[src/rtl/pll_lock_supervisor.sv]
// Lock supervisor for an ECP5 EHXPLLL: drives PLL RST, filters a resynchronised LOCK,
// retries on timeout, and releases downstream resets in staggered order.
module pll_lock_supervisor #(
  parameter int unsigned SYNC_STAGES         = 2,
  parameter int unsigned RST_PULSE_CYCLES    = 16,
  parameter int unsigned LOCK_TIMEOUT_CYCLES = 65536,
  parameter int unsigned LOCK_FILTER_CYCLES  = 1024,
  parameter int unsigned MAX_RETRIES         = 4,
  parameter int unsigned NUM_RESETS          = 2,
  parameter int unsigned RELEASE_GAP         = 8,
  localparam int unsigned RetryW             = $clog2(MAX_RETRIES + 1)
) (
  input  logic                  clock,
  input  logic                  reset,
  input  logic                  pll_lock_i,
  input  logic                  clear_fault,
  output logic                  pll_rst_o,
  output logic                  locked_o,
  output logic [NUM_RESETS-1:0] rst_out,
  output logic                  fault_o,
  output logic [RetryW-1:0]     retry_count,
  output logic [7:0]            lock_loss_count
);

  localparam int unsigned PulseW = $clog2(RST_PULSE_CYCLES + 1);
  localparam int unsigned TimerW = $clog2(LOCK_TIMEOUT_CYCLES + 1);
  localparam int unsigned FiltW  = $clog2(LOCK_FILTER_CYCLES + 1);
  localparam int unsigned RelW   = $clog2((NUM_RESETS - 1) * RELEASE_GAP + 2);

  localparam logic [PulseW-1:0]     PulseLast  = PulseW'(RST_PULSE_CYCLES - 1);
  localparam logic [TimerW-1:0]     TimerLast  = TimerW'(LOCK_TIMEOUT_CYCLES - 1);
  localparam logic [FiltW-1:0]      FiltLast   = FiltW'(LOCK_FILTER_CYCLES - 1);
  localparam logic [RelW-1:0]       RelLast    = RelW'((NUM_RESETS - 1) * RELEASE_GAP);
  localparam logic [RetryW-1:0]     RetryFinal = RetryW'(MAX_RETRIES - 1);
  localparam logic [NUM_RESETS-1:0] RstEntry   = {NUM_RESETS{1'b1}} << 1;

  typedef enum logic [2:0] {
    StResetPll,
    StWaitLock,
    StFilter,
    StRelease,
    StRun,
    StFault
  } state_e;

  state_e                 state_q;
  logic [SYNC_STAGES-1:0] sync_q;
  logic [PulseW-1:0]      pulse_q;
  logic [TimerW-1:0]      timer_q;
  logic [FiltW-1:0]       filt_q;
  logic [RelW-1:0]        rel_q;
  logic                   lock_s;
  logic [RelW-1:0]        rel_inc;

  assign lock_s  = sync_q[SYNC_STAGES-1];
  assign rel_inc = rel_q + 1'b1;

  always_ff @(posedge clock or posedge reset) begin
    if (reset) begin
      state_q         <= StResetPll;
      sync_q          <= '0;
      pulse_q         <= '0;
      timer_q         <= '0;
      filt_q          <= '0;
      rel_q           <= '0;
      pll_rst_o       <= 1'b1;
      locked_o        <= 1'b0;
      rst_out         <= '1;
      fault_o         <= 1'b0;
      retry_count     <= '0;
      lock_loss_count <= '0;
    end else begin
      sync_q <= {sync_q[SYNC_STAGES-2:0], pll_lock_i};
      unique case (state_q)
        StResetPll: begin
          if (pulse_q == PulseLast) begin
            state_q   <= StWaitLock;
            pll_rst_o <= 1'b0;
            pulse_q   <= '0;
            timer_q   <= '0;
          end else begin
            pulse_q <= pulse_q + 1'b1;
          end
        end
        StWaitLock: begin
          // Lock takes priority over a timeout landing on the same cycle.
          if (lock_s) begin
            state_q <= StFilter;
            filt_q  <= FiltW'(1);
          end else if (timer_q >= TimerLast) begin
            retry_count <= retry_count + 1'b1;
            pll_rst_o   <= 1'b1;
            pulse_q     <= '0;
            if (retry_count == RetryFinal) begin
              state_q <= StFault;
              fault_o <= 1'b1;
            end else begin
              state_q <= StResetPll;
            end
          end else begin
            timer_q <= timer_q + 1'b1;
          end
        end
        StFilter: begin
          // Filter time keeps charging the lock timeout.
          if (timer_q < TimerLast) timer_q <= timer_q + 1'b1;
          if (!lock_s) begin
            state_q <= StWaitLock;
          end else if (filt_q >= FiltLast) begin
            state_q     <= (NUM_RESETS == 1) ? StRun : StRelease;
            locked_o    <= 1'b1;
            retry_count <= '0;
            rst_out     <= RstEntry;
            rel_q       <= '0;
          end else begin
            filt_q <= filt_q + 1'b1;
          end
        end
        StRelease, StRun: begin
          // Loss of lock is not filtered and beats any pending release step.
          if (!lock_s) begin
            state_q   <= StResetPll;
            pll_rst_o <= 1'b1;
            locked_o  <= 1'b0;
            rst_out   <= '1;
            pulse_q   <= '0;
            if (lock_loss_count != 8'hff) lock_loss_count <= lock_loss_count + 1'b1;
          end else if (state_q == StRelease) begin
            rel_q <= rel_inc;
            for (int i = 1; i < NUM_RESETS; i++) begin
              if (rel_inc >= RelW'(i * RELEASE_GAP)) rst_out[i] <= 1'b0;
            end
            if (rel_inc >= RelLast) state_q <= StRun;
          end
        end
        StFault: begin
          if (clear_fault) begin
            state_q     <= StResetPll;
            fault_o     <= 1'b0;
            retry_count <= '0;
            pulse_q     <= '0;
          end
        end
        default: state_q <= StResetPll;
      endcase
    end
  end

endmodule

[config.mk]
export PLATFORM = sky130hd
export DESIGN_NAME = pll_lock_supervisor
export DESIGN_NICKNAME = d
export VERILOG_FILES = /design/src/rtl/pll_lock_supervisor.sv
export SDC_FILE = /design/constraint.sdc
export NUM_CORES = 1
export LEC_CHECK = 0
export BUFFER_PORTS_ARGS = -buffer_cell sky130_fd_sc_hd__buf_2
export CORE_ASPECT_RATIO = 1.5
export CORE_MARGIN = 1
export CORE_UTILIZATION = 30
export DETAILED_ROUTE_END_ITERATION = 6
export GPL_TIMING_DRIVEN = 0
export REMOVE_ABC_BUFFERS = 1
export SYNTH_ARGS = -nofsm -noshare
export SYNTH_HDL_FRONTEND = slang
export SYNTH_SLANG_ARGS = --single-unit
[constraint.sdc]
create_clock -name clock -period 2.8 [get_ports clock]
set_input_delay 0.7 -clock clock [delete_from_list [all_inputs] [get_ports clock]]
set_output_delay 0.7 -clock clock [all_outputs]
set_load 0.02 [all_outputs]
[Yosys cells after proc, flatten, opt, wreduce, memory -nomap -nowiden]
Cells that the tools add are included.
Operators by class
  reductions and logical operators: 20
  $lt $le $gt $ge: 4
  equality and inequality tests: 26
  add/sub/neg operators: 6
  mux-type cells: 56
  bitwise operators: 1
Operator list (number)
  $mux W17: 4
  $pmux W17 S3: 1
  $mux W3: 14
  $mux W11: 3
  $reduce_and A5 Y1: 6
  $ne A2 B2 Y1 const B: 14
  $mux W5: 5
  $pmux W11 S2: 1
  $pmux W5 S4: 1
  $add A17 B1 Y17 const B: 1
  $ge A17 B16 Y1 const B: 1
  $lt A17 B16 Y1 const B: 1
  $mux W4: 4
  $pmux W3 S5: 1
  $mux W1: 14
  $ne A3 B3 Y1 const B: 4
  $reduce_and A6 Y1: 2
  $add A11 B1 Y11 const B: 1
  $ge A11 B10 Y1 const B: 1
  $eq A3 B2 Y1 const B: 3
  $pmux W3 S3: 1
  $reduce_bool A3 Y1: 3
  $add A8 B1 Y8 const B: 1
  $ne A8 B8 Y1 const B: 1
  19 further kinds: 25
Word-level totals
  bits of input ports: 4
  output and inout bits: 16
  flip-flop bits (word level): 58

[Depth between registers and ports, before layout]
  depth in word-level cells: 6
  gate-level depth with buffers: 12

[Worst setup path after synthesis]
Ideal clock, no wire load.
  kind: register -> register
  from: register timer_q[0]
  to: register timer_q[2]
  buffers on the path: 1
  cell stages (with the launch flop): 13
  setup time: 0.088 ns
  arrival: 2.542 ns
  path slack: 0.169 ns
  path through: dfrtp_1 > ha_1 > nand3_1 > nor2_1 > nand4_1 > nor3_1 > ha_1 > or4b_1 > a211o_1 > a21oi_2 > buf_4 > a21oi_1 > a41oi_1
Between the ends
  word-level cells in the longest chain between the ends: 4
  elaborated cells on any way between the ends: 10
Ends and longest elaborated chain
  start: declaration: RTL line 49  | logic [TimerW-1:0] timer_q;
  start signal: assignment: RTL line 101  | timer_q <= timer_q + 1'b1;
  start signal: assignment: RTL line 106  | if (timer_q < TimerLast) timer_q <= timer_q + 1'b1;
  $add A17 B1 Y17: RTL line 101, 106
  $mux W17: RTL line 90  | end else if (timer_q >= TimerLast) begin
  $mux W17: RTL line 87  | if (lock_s) begin
  $pmux W17 S3: RTL line 74  | unique case (state_q)
Parallel ways exist; a longest one is shown, timed or not. The select of a mux whose other input is x is not followed.
A chain may end at the register's enable or synchronous reset.

[Final worst setup path]
  from: register timer_q[1]
  to: register timer_q[9]
Same word-level chain as after synthesis.

==> results_dict.tcl <==
set metrics [dict create \
    post_synth_main_area_contributors "dfrtp_1 (43%), a31oi_1 (3.9%), nand2_1 (3.5%)" \
    required_ns 3.05 \
    route.final.wire_length_microns 7310 \
    netlist-cell-type-count 53 \
    ys_warn_count 0 \
    synth-main-ff-cell "dfrtp_1" \
    placementRows 45 \
    yosys_register_bits 58 \
    post_drt_via_cell_ratio 5.28 \
    port_buffers 19 \
    grt-ovfl-total 0 \
    dp_hpwl_microns 5010 \
    avgRoutedWirePerCell_microns 14.4 \
    postRouteAntennaNets 0 \
    layout_worst_path_cycle_share 0.966 \
    post-synth-top-area-fraction 0.429 \
    effective_utilization_at_floorplan 0.313 \
    number_of_nets_in_the_finished_design 372 \
    timing.critical_path.from "timer_q[1]$_DFFE_PP0P_" \
    io_pins 20 \
    post-place-cells 485 \
    maximum_number_of_pins_on_one_net_before_global_route_repair 34 \
    syn-instance-count 338 \
    synth_area_per_cell_sq_um 9.49 \
    antenna-diode-count 0 \
    critical_path_peak_fanout 15 \
    fin_crit_ns 2.70 \
    power.ir.vdd_worst_v 0.000303 \
    timing.final.ws_setup_ns 0.0956 \
    first_pass_drt_iterations 4 \
    setup-violations-final 0 \
    synthMostInstantiatedCell "dfrtp_1" \
    die_h_microns 129 \
    synth_seq_area_share 0.454 \
    count_of_vias_placed_by_the_detailed_router 2674 \
    preCtsSetupSlack_ns -0.372 \
    maxClockFrequency_ghz 0.370 \
    stdcell_count 506 \
    skew_ns 0.00638 \
    post-route-cell-area_sq_um 3790 \
    grt_antenna_before_repair 0 \
    synth.cell_area_sq_um 3210 \
    number_of_global_route_vias_before_repair 2655 \
    cts.htree.levels 3 \
    drv.max_cap_violation_count 0 \
    detail_route.drc_violations 0 \
    highest_layer "met4" \
    total_leakage_power_nw 1.60 \
    regToRegStartpoint "timer_q[1]$_DFFE_PP0P_" \
    number_of_flops_mapped_to_enable_cells_by_yosys 0 \
    amount_of_wire_on_met3_after_detailed_routing_microns 175 \
    min-delay-path-class "flop to flop" \
    worstMarginPinSlew_ns 1.17 \
    share_of_cells_above_drive_strength_1 0.167 \
    clk-insertion-delay-late_ns 0.33 \
    cts_sinks 58 \
    synthArstFlopShare 1.00 \
    timing.critical_path.to_type "flop" \
    wire_length_of_the_first_global_routing_pass_microns 12700 \
    wirelength_met1_microns 3060 \
    clockRootBuffer "clkbuf_16" \
    total_global_route_track_usage 0.145 \
    die_x_microns 86.4 \
    arrival_ns 2.95 \
    yosys.area.top_type "dfrtp_1" \
    core_area_sq_um 10200 \
    gp_congestion 0.781 \
    worst_slew_margin_relative_to_its_limit 0.221 \
    met2RoutedLength_microns 3880 \
    clk_pin_slew_ns 0.05 \
    design.die.area_sq_um 11100 \
    cts-buffers-inserted 9 \
    run_status "completed" \
    hold_viol_final 0 \
    crit_type "flop to flop" \
    cts_max_path_buffers 2 \
    cellPowerDensity_nw_per_um2 963 \
    syn2layout_area_growth_pct 18.1 \
    critical_path.startpoint_type "flop" \
    postCtsHoldBufs 0 \
    slew_viol_final 0 \
    place_area_sq_um 3430 \
    tritoncts "done" \
    drt_iter0_drc 145 \
    synthTopCellsByCount "dfrtp_1 (55), nand2_1 (30), nor2_1 (25)" \
    holdCritStartpoint "sync_q[0]$_DFF_PP0_" \
]
==> registers in the layout (all words and copies together), names as in the netlist <==
register         flops
rel_q                4
filt_q              11
retry_count          3
lock_loss_count      8
timer_q             17
rst_out              2
fault_o              1
pll_rst_o            1
pulse_q              5
state_q              3
sync_q               2
locked_o             1
==> area by class of cell <==
type	count	area [sq um]
Multi-Input combinational cell	253	1680
Clock buffer	12	246
Sequential cell	58	1460
Clock inverter	4	20.0
Tap cell	141	176
Timing Repair Buffer	25	165
Fill cell	1045	6460
Inverter	13	48.8
==> cells by family after synthesis <==
kind of cell               Yosys count  share of synthesized area
DFF                                 58                      0.454
buffers and inverters               27                     0.0367
and+or+nand+nor                    133                      0.217
adders and majority gates            8                     0.0312
xor gates and xnor gates            14                     0.0382
AOI/OAI and AO/OA                   89                      0.193
muxes                                9                     0.0300
==> cell usage in the layout (no fill, tap or decap), types with 3 or more instances in the layout <==
| master | n |
|---|---|
| nor2b_1 | 4 |
| nand2_1 | 30 |
| and2_1 | 7 |
| clkbuf_16 | 9 |
| and3_1 | 6 |
| buf_2 | 19 |
| ha_1 | 6 |
| buf_4 | 4 |
| nor2_1 | 24 |
| xnor2_1 | 6 |
| and4_1 | 5 |
| nand4_1 | 13 |
| o211ai_1 | 3 |
| a21oi_1 | 15 |
| mux2i_1 | 4 |
| xor2_1 | 8 |
| dfstp_2 | 3 |
| nor3_1 | 6 |
| o21ai_0 | 17 |
| inv_1 | 12 |
| nand3_1 | 19 |
| a41oi_1 | 7 |
| mux2_2 | 5 |
| a21o_1 | 3 |
| o31ai_1 | 3 |
| a31oi_1 | 20 |
| clkinv_2 | 4 |
| nand2b_1 | 6 |
| dfrtp_1 | 55 |
==> timing repair <==
| item | CTS | global route |
|---|---|---|
| resized for setup | 7 | 2 |
| buffers inserted | 3 | 2 |
| endpoints found under the setup margin | 23 | 17 |
| pin swaps | 2 | 3 |
==> routing by layer <==
layer	global-route usage	vias up
li1	-	1304
met1	0.163	1321
met2	0.256	35
met3	0.0346	14
met4	0.0696	0
met5	0	-
==> worst max-delay path, stage by stage (launching register included) <==
cell and delay [ns]:
dfrtp_1 0.44, ha_4 0.20, nand3_1 0.17, nor2_2 0.06, nand4_1 0.10, nor3_2 0.06, ha_2 0.18, or4b_1 0.46
a211o_1 0.35, a21oi_4 0.15, buf_12 0.16, a41oi_1 0.13, a31oi_1 0.17
==> through the flow <==
stage          hold slack [ns]  total power, W  setup TNS [ns]   util
5_1_grt                  0.362         0.00393         -0.0261  0.370
4_1_cts                  0.350         0.00365               0  0.367
3_5_place_dp             0.335         0.00257           -6.20  0.335
2_1_floorplan            0.331         0.00218               0      -
3_3_place_gp             0.337         0.00253          -12.68  0.333
6_report                 0.348         0.00365               0  0.370
==> final timing paths <==
check / endpoint / slack (ns) / depth (start not counted)
min: sync_q[1]$_DFF_PP0_ / 0.35 / 0
max reg2reg: timer_q[9]$_DFFE_PP0P_ / 0.1 / 12
min reg2reg: sync_q[1]$_DFF_PP0_ / 0.35 / 0
min in group asynchronous: filt_q[2]$_DFFE_PP0P_ / 0.44 / 2
max in group asynchronous: rst_out[1]$_DFFE_PP1P_ / 1.71 / 3
max: timer_q[9]$_DFFE_PP0P_ / 0.1 / 12
==> where the power goes <==
group	switching (W)	internal (W)	total, W
Sequential	0.000266	0.00100	0.00127
Combinational	0.000842	0.000552	0.00139
Clock	0.000370	0.000615	0.000986
Power figures use the tool's default switching activity.
